===== src/rtl/req_capture_encoder_4_if.sv =====
// req_capture_encoder_4_if: request/grant bus between the capture encoder and its neighbours
interface req_capture_encoder_4_if #(parameter int DROP_CNT_W = 8);
    logic [3:0]            req_in;
    logic                  out_ready;
    logic                  clr_drop;
    logic                  out_valid;
    logic [1:0]            out_code;
    logic [3:0]            pending;
    logic [DROP_CNT_W-1:0] drop_cnt;
    modport master(output req_in, out_ready, clr_drop, input out_valid, out_code, pending, drop_cnt);
    modport slave(input req_in, out_ready, clr_drop, output out_valid, out_code, pending, drop_cnt);
endinterface


===== src/rtl/req_capture_encoder_4.sv =====
// req_capture_encoder_4: captures request edges into a pending set and grants one line at a time (REQ_ROUND_ROBIN_EN selects round-robin instead of fixed priority)
module req_capture_encoder_4 #(
    parameter int DROP_CNT_W = 8
) (
    input logic clk,
    input logic rst_n,
    req_capture_encoder_4_if.slave bus
);
    typedef enum logic {IDLE, PRESENT} state_t;
    state_t                state_q, state_d;
    logic [3:0]            req_prev, req_edge, pending_q, clr_vec, drops;
    logic [1:0]            code_q, sel;
    logic [2:0]            drop_num;
    logic [DROP_CNT_W+2:0] cnt_sum;
    logic [DROP_CNT_W-1:0] drop_q;
    logic                  hs;
    assign bus.out_valid = (state_q == PRESENT);
    assign bus.out_code  = code_q;
    assign bus.pending   = pending_q;
    assign bus.drop_cnt  = drop_q;
    assign hs       = (state_q == PRESENT) && bus.out_ready;
    assign req_edge = bus.req_in & ~req_prev;
    assign clr_vec  = hs ? 4'(1) << code_q : 4'b0000;
    assign drops    = req_edge & pending_q & ~clr_vec;
    assign drop_num = 3'(drops[0]) + 3'(drops[1]) + 3'(drops[2]) + 3'(drops[3]);
    assign cnt_sum  = {3'b000, drop_q} + {DROP_CNT_W'(0), drop_num};
`ifdef REQ_ROUND_ROBIN_EN
    logic [1:0] ptr_q;
    // rotate priority: nearest set line after the last granted one wins
    always_comb begin
        sel = 2'd0;
        for (int i = 3; i >= 0; i--)
            if (pending_q[ptr_q + 2'(i + 1)]) sel = ptr_q + 2'(i + 1);
    end
    // remember the last granted line so the next search starts after it
    always_ff @(posedge clk or negedge rst_n)
        if (!rst_n) ptr_q <= 2'd3;
        else if (hs) ptr_q <= code_q;
`else
    // fixed priority: highest-numbered pending line wins
    always_comb begin
        sel = 2'd0;
        for (int i = 0; i < 4; i++)
            if (pending_q[i]) sel = 2'(i);
    end
`endif
    // next state: grant from the registered pending set, release on handshake
    always_comb begin
        state_d = state_q;
        if (state_q == IDLE) state_d = (pending_q != 4'b0000) ? PRESENT : IDLE;
        else state_d = hs ? IDLE : PRESENT;
    end
    // state register
    always_ff @(posedge clk or negedge rst_n)
        if (!rst_n) state_q <= IDLE;
        else state_q <= state_d;
    // edge history, pending set (new edge beats same-cycle clear) and grant code
    always_ff @(posedge clk or negedge rst_n)
        if (!rst_n) begin
            req_prev  <= 4'b0000;
            pending_q <= 4'b0000;
            code_q    <= 2'b00;
        end else begin
            req_prev  <= bus.req_in;
            pending_q <= (pending_q & ~clr_vec) | req_edge;
            if (state_q == IDLE && pending_q != 4'b0000) code_q <= sel;
        end
    // saturating drop counter; clear wins over simultaneous drops
    always_ff @(posedge clk or negedge rst_n)
        if (!rst_n) drop_q <= '0;
        else if (bus.clr_drop) drop_q <= '0;
        else drop_q <= (cnt_sum > {3'b000, {DROP_CNT_W{1'b1}}}) ? {DROP_CNT_W{1'b1}} : cnt_sum[DROP_CNT_W-1:0];
endmodule


===== src/flat_wrapper.sv =====
// flat-port wrapper written by rule: the top's interface ports become plain ports
module req_capture_encoder_4_flat 
#(
    parameter int DROP_CNT_W = 8
)
  (clk, rst_n, bus_req_in, bus_out_ready, bus_clr_drop, bus_out_valid, bus_out_code, bus_pending, bus_drop_cnt);
  req_capture_encoder_4_if #(.DROP_CNT_W(DROP_CNT_W)) bus_i ();
  input logic clk;
  input logic rst_n;
  input wire logic [$bits(bus_i.req_in)-1:0] bus_req_in;
  input wire logic [$bits(bus_i.out_ready)-1:0] bus_out_ready;
  input wire logic [$bits(bus_i.clr_drop)-1:0] bus_clr_drop;
  output wire logic [$bits(bus_i.out_valid)-1:0] bus_out_valid;
  output wire logic [$bits(bus_i.out_code)-1:0] bus_out_code;
  output wire logic [$bits(bus_i.pending)-1:0] bus_pending;
  output wire logic [$bits(bus_i.drop_cnt)-1:0] bus_drop_cnt;
  assign bus_i.req_in = bus_req_in;
  assign bus_i.out_ready = bus_out_ready;
  assign bus_i.clr_drop = bus_clr_drop;
  assign bus_out_valid = bus_i.out_valid;
  assign bus_out_code = bus_i.out_code;
  assign bus_pending = bus_i.pending;
  assign bus_drop_cnt = bus_i.drop_cnt;
  req_capture_encoder_4 #(.DROP_CNT_W(DROP_CNT_W)) u_core (.clk(clk), .rst_n(rst_n), .bus(bus_i));
endmodule

===== config.mk =====
export PLATFORM = sky130hd
export DESIGN_NAME = req_capture_encoder_4_flat
export DESIGN_NICKNAME = d
export VERILOG_FILES = /design/src/rtl/req_capture_encoder_4_if.sv /design/src/rtl/req_capture_encoder_4.sv /design/src/flat_wrapper.sv
export SDC_FILE = /design/constraint.sdc
export NUM_CORES = 1
export LEC_CHECK = 0
export ABC_AREA = 1
export CAP_MARGIN = 25
export CORE_MARGIN = 2
export CORE_UTILIZATION = 40
export DETAILED_ROUTE_END_ITERATION = 10
export PLACE_DENSITY = 0.66
export SKIP_CTS_REPAIR_TIMING = 1
export SYNTH_ARGS = -nofsm -noshare
export SYNTH_HDL_FRONTEND = slang
export SYNTH_SLANG_ARGS = --single-unit

===== constraint.sdc =====
create_clock -name clk -period 3.2 [get_ports clk]
set_input_delay 0.64 -clock clk [delete_from_list [all_inputs] [get_ports clk]]
set_output_delay 0.64 -clock clk [all_outputs]
set_load 0.02 [all_outputs]

### Yosys cells after proc, flatten, opt, wreduce, memory -nomap -nowiden

Index checks and enable logic that the tools add are counted.

* bits in writable memories: 0
* flip-flop bits (word level): 19
* memories: 0
* bits in latches: 0
* input bits: 8
* logic and storage cells: 31
* output and inout port bits: 15
* bits in read-only memories: 0

* equal/unequal tests: 0
* reductions and logical operators: 3
* multiplexer cells: 9
* shift-type cells: 1
* bitwise operators: 8
* div/mod/pow operators: 0
* $add $sub $neg: 4
* order comparisons: 1
* multiply operators: 0

Operator list (count)
* 4-bit AND: 4
* 8-bit two-way mux: 2
* 11-bit by 8-bit > comparator with 1-bit output (second input constant): 1
* 8-bit by 3-bit adder with 9-bit output: 1
* 4-bit NOT: 2
* 3-bit by 1-bit adder with 3-bit output: 2
* 1-bit two-way mux: 4
* 2-bit two-way mux: 2
* 4-bit two-way mux: 1
* 4-bit OR: 1
* 4-bit nonzero test: 1
* 1-bit by 2-bit left shift with 4-bit output (first input constant): 1
* 1-bit by 1-bit adder with 2-bit output: 1
* 1-bit logical AND: 2
* 1-bit NOT: 1

### Depth between registers and ports, before layout

Gate-level depths: netlist of the first run.

* depth in word-level cells: 11
* mapped depth: 15
* gate-level depth less buffers: 15

### Least setup slack after synthesis of the first run

No wires, ideal clock.

* path type: in2reg
* start point: input bus_out_ready
* end point: register u_core.drop_q[5], in the netlist u_core.bus.drop_cnt[5]
* path buffers: 0
* required time: 3.137 ns
* slack: 0.133 ns
* arrival time: 3.005 ns
* cell stages on the path: 15
* library setup time: 0.063 ns
* cell sequence: nand2_1 > o31ai_1 > nor3_1 > ha_1 > fa_1 > ha_1 > inv_1 > fa_1 > inv_1 > nand2_2 > a21oi_4 > nand2_2 > nand3_1 > nand2_1 > inv_1

* longest elaborated chain between the ends: 11

Ends and longest elaborated chain
* from (decl): RTL line flat_wrapper.sv:11 `input wire logic [$bits(bus_i.out_ready)-1:0] bus_out_ready;`
* 1-bit logical AND *: RTL line req_capture_encoder_4.sv:21 `assign hs = (state_q == PRESENT) && bus.out_ready;`
* 4-bit two-way mux *: RTL line req_capture_encoder_4.sv:23 `assign clr_vec = hs ? 4'(1) << code_q : 4'b0000;`
* 4-bit NOT *: RTL line req_capture_encoder_4.sv:24 `assign drops = req_edge & pending_q & ~clr_vec;`
* 4-bit AND *: RTL line req_capture_encoder_4.sv:24
* 1-bit by 1-bit adder with 2-bit output: RTL line req_capture_encoder_4.sv:25 `assign drop_num = 3'(drops[0]) + 3'(drops[1]) + 3'(drops[2]) + 3'(drops[3]);`
* 3-bit by 1-bit adder with 3-bit output: RTL line req_capture_encoder_4.sv:25
* 3-bit by 1-bit adder with 3-bit output *: RTL line req_capture_encoder_4.sv:25
* 8-bit by 3-bit adder with 9-bit output *: RTL line req_capture_encoder_4.sv:26 `assign cnt_sum = {3'b000, drop_q} + {DROP_CNT_W'(0), drop_num};`
* 11-bit by 8-bit > comparator with 1-bit output: RTL line req_capture_encoder_4.sv:72 `else drop_q <= (cnt_sum > {3'b000, {DROP_CNT_W{1'b1}}}) ? {DROP_CNT_W{1'b1}} : cnt_sum[DROP_CNT_W-1:0];`
* 8-bit two-way mux *: RTL line req_capture_encoder_4.sv:72
* 8-bit two-way mux *: RTL line req_capture_encoder_4.sv:71 `else if (bus.clr_drop) drop_q <= '0;`
* to (signal assigned): RTL line req_capture_encoder_4.sv:72
* to (decl): RTL line req_capture_encoder_4.sv:15 `logic [DROP_CNT_W-1:0] drop_q;`

Mark *: on every way between the ends. The rest lies on a longest branch, timed or not.
A chain may end at the register's enable or synchronous reset.

### Final worst setup path of the first run

* start point: register u_core.code_q[0], in the netlist u_core.bus.out_code[0]
* end point: register u_core.drop_q[3], in the netlist u_core.bus.drop_cnt[3]

* longest elaborated chain between the ends: 11

Ends and longest elaborated chain
* from (decl): RTL line req_capture_encoder_4.sv:12 `logic [1:0] code_q, sel;`
* from (signal assigned): RTL line req_capture_encoder_4.sv:66 `if (state_q == IDLE && pending_q != 4'b0000) code_q <= sel;`
* 1-bit by 2-bit left shift with 4-bit output *: RTL line req_capture_encoder_4.sv:23
* 4-bit two-way mux *: RTL line req_capture_encoder_4.sv:23
* 4-bit NOT *: RTL line req_capture_encoder_4.sv:24
* 4-bit AND *: RTL line req_capture_encoder_4.sv:24
* 1-bit by 1-bit adder with 2-bit output: RTL line req_capture_encoder_4.sv:25
* 3-bit by 1-bit adder with 3-bit output: RTL line req_capture_encoder_4.sv:25
* 3-bit by 1-bit adder with 3-bit output *: RTL line req_capture_encoder_4.sv:25
* 8-bit by 3-bit adder with 9-bit output *: RTL line req_capture_encoder_4.sv:26
* 11-bit by 8-bit > comparator with 1-bit output: RTL line req_capture_encoder_4.sv:72
* 8-bit two-way mux *: RTL line req_capture_encoder_4.sv:72
* 8-bit two-way mux *: RTL line req_capture_encoder_4.sv:71

Marks and branches as above.

==> metrics.md, run 1 <==
| Metric | Value |
|---|---|
| Fin cells | 175 |
| Worst hold stages | 1 |
| Min-delay worst type | reg2reg |
| Reg2reg start | u_core.bus.out_code[0] |
| Area of the multi-input gates | 523 µm² |
| Final setup fails | 0 |
| Root Driver | clkbuf_4 |
| CTS tree | built |
| Vias per cell | 4.81 |
| CTS Buffer Depth | 2 |
| Worst Hold Path EP | u_core.bus.pending[3] |
| Placed Instances | 170 |
| Fin crit share | 95.0% |
| Synth Net Count | 129 |
| First-pass GRT wire length | 3.42 mm |
| Die Area | 2960 µm² |
| Filler cell count | 213 |
| WS Path Type | reg2reg |
| Drt drc | 0 |
| Inserted Diodes | 0 |
| Final setup margin | 0.160 ns |
| Worst Path Max Fanout | 6 |
| Clock insertion delay at the later pin of the skew report | 0.29 ns |
| I/O Buffers | 22 |
| Maxcap violations | 0 |
| Post-synthesis cell type count | 20 |
| Reg area | 475 µm² |
| Slowest stage cell, crit path | fa_2 |
| Slew margin rel. | 45.1% |
| DR iter-0 viols | 11 |
| Post-DP Area | 1300 µm² |
| CP peak stage delay | 0.61 ns |
| Antenna-violating nets left | 0 |
| Core footprint | 2430 µm² |
| RePlAce Congestion | 0.815 |
| Warnings, synthesis | 0 |
| Hold path startpoint | u_core.req_prev[3] |
| Setup WS pre-CTS | -0.593 ns |
| Total track usage | 16.0% |
| Share of layout cells above drive strength 1 | 21.4% |
| Crit path top cell by count | inv_1 |
| Cell Chain, Critical Path | inv_1 > o31ai_4 > nor3_2 > ha_1 > fa_2 > ha_4 > inv_1 > fa_2 > inv_1 > nand2_2 > a21oi_4 > nand2_4 > nand3_1 > nand2_1 > inv_1 |
| Leakage | 0.708 nW |
| Peak VDD IR | 0.482 mV |
| Syn Inst Count | 114 |
| Synth Area per Inst | 8.91 µm² |
| Mapped Area | 1020 µm² |
| Outcome | complete, no violations |
| Vias in the first global route | 753 |
| Sum Neg Setup Slack | 0 ns |
| Actual slew at the worst max-slew pin | 0.821 ns |
| Overflow after GRT | 0 |
| Overall power | 912 µW |
| Critical Path RT | 3.44 ns |
| CTS Sinks | 19 |
| Reg-to-reg setup timing slack | 0.16 ns |
| CTS clk-pin slew, worst paths | 0.11 ns |
| Worst endpoint data arrival time | 3.28 ns |
| Die W | 54.4 µm |
| Num rows | 18 |
| Fmax | 0.329 GHz |
| Initial Util | 41.8% |
| Total number of vias | 841 |
| Avg WL per Cell | 12.5 µm |
| Final core occ | 58.8% |
| Pwr/cell area | 638 nW/µm² |
| Total CTS buffers | 3 |
| Die Ht | 54.4 µm |
| FF+latch count, synth | 19 |
| Fin area | 1430 µm² |
| R2R depth | 15 |
| Drt pass-1 iters | 4 |
| Htree depth | 1 |
| Crit path capture type | register |
| Total wire length | 2.20 mm |
| Seq/Total Area, Yosys | 46.8% |
| Hpwl dp | 1.67 mm |
| Hold Fails Final Rpt | 0 |
| Final Net Count | 161 |
| Crit start category | register |
| Layout area overhead | 40.8% |
| Layout Skew | 0.00212 ns |
| Minimum clock period | 3.04 ns |
| Minimum hold slack | 0.469 ns |
| Worst reg2reg endpoint | u_core.bus.drop_cnt[3] |
| Slew Limit Fails | 0 |
| Largest net degree at the start of global routing | 20 |
| Number of top-level pins | 23 |
| Initial antenna violation count | 0 |
==> layout make-up <==
| class | instances | area share [%] |
|---|---|---|
| Multi-Input combinational cell | 70 | 36.6 |
| Clock buffer | 3 | 1.57 |
| Timing Repair Buffer | 27 | 18.5 |
| Tap cell | 30 | 2.62 |
| Clock inverter | 1 | 0.350 |
| Sequential cell | 19 | 33.2 |
| Inverter | 25 | 7.09 |
==> worst max-delay path: cells and delay by family (launching register included) <==
kind / cells / cell delay [ns]
AO/OA/AOI/OAI: 2 / 0.45
adder cells (fa/ha/maj): 4 / 1.40
AND/OR/NAND/NOR: 5 / 0.36
buffers and inverters: 4 / 0.29
flip-flops: 1 / 0.47
==> how the worst max path moves through the flow <==
stage,startpoint,endpoint,slack [ns],cells past startpoint
2_1_floorplan,bus_out_ready,u_core.bus.drop_cnt[5],0.13,15
3_3_place_gp,bus_out_ready,u_core.bus.drop_cnt[5],-0.48,16
3_5_place_dp,bus_out_ready,u_core.bus.drop_cnt[6],-0.59,14
4_1_cts,bus_out_ready,u_core.bus.drop_cnt[5],-0.28,16
5_1_grt,u_core.bus.out_code[0],u_core.bus.drop_cnt[5],-0.004,15
6_report,u_core.bus.out_code[0],u_core.bus.drop_cnt[3],0.16,15
==> power by group <==
part | leakage [nW] | switching (mW) | internal, mW
sequential | 0.229 | 0.0667 | 0.292
clock | 0.0177 | 0.0731 | 0.0464
combinational | 0.461 | 0.222 | 0.212
==> logic make-up (layout without fill, tap and decap cells) <==
logic type / count (synthesis) / in the layout / share of synthesized area (%)
xor gates and xnor gates: 1 / 1 / 0.862
and+or+nand+nor: 41 / 41 / 19.6
buffers and inverters: 25 / 56 / 9.98
adders and majority gates: 7 / 7 / 10.1
AOI/OAI and AO/OA: 21 / 21 / 12.7
DFF: 19 / 19 / 46.8
==> state kept, by name, indices dropped and copies added, names as in the netlist <==
signal,cells
u_core.bus.drop_cnt,8
u_core.bus.out_code,2
u_core.bus.out_valid,1
u_core.bus.pending,4
u_core.req_prev,4
==> synthesized netlist by cell type <==
master / number / area share [%]
inv_1: 22 / 8.1
dfrtp_1: 19 / 47
nand2_1: 19 / 7.0
a21oi_1: 7 / 3.4
nand3_1: 7 / 3.4
ha_1: 5 / 6.2
nand2_2: 5 / 3.1
o21ai_1: 5 / 2.5
nor2_1: 4 / 1.5
nor3_1: 4 / 2.0
o31ai_1: 4 / 3.0
o21ai_0: 3 / 1.5
fa_1: 2 / 3.9
inv_2: 2 / 0.74
a21oi_4: 1 / 1.6
inv_8: 1 / 1.1
nor3_2: 1 / 0.99
nor3_4: 1 / 1.6
o211ai_1: 1 / 0.74
xor2_1: 1 / 0.86
==> layout by cell type (no fill, tap or decap), drive strengths merged <==
cell type and count:
dfrtp 19, inv 25, ha 5, fa 2, clkinv 1, o211ai 1
o21ai 8, nor2 4, o31ai 4, a21oi 8, xor2 1, dlymetal6s2s 3
nor3 6, nand2 24, clkdlybuf4s50 19, nand3 7, buf 5, clkbuf 3
==> layer usage <==
metal,share of wire [%],track usage (%),vias up
met2,49,24.3,10
li1,-,-,429
met1,48,23.9,400
met3,2.2,1.64,2
met5,0,0,-
met4,0.87,5.00,0
Note: power is estimated with default switching activity, not from simulation.
==> run 2, diff against run 1 <==
GPL_ROUTABILITY_DRIVEN = 1   (was not set)
==> results of run 2 <==
Same layout as run 1: the final DEF is identical, and so are final timing and power.
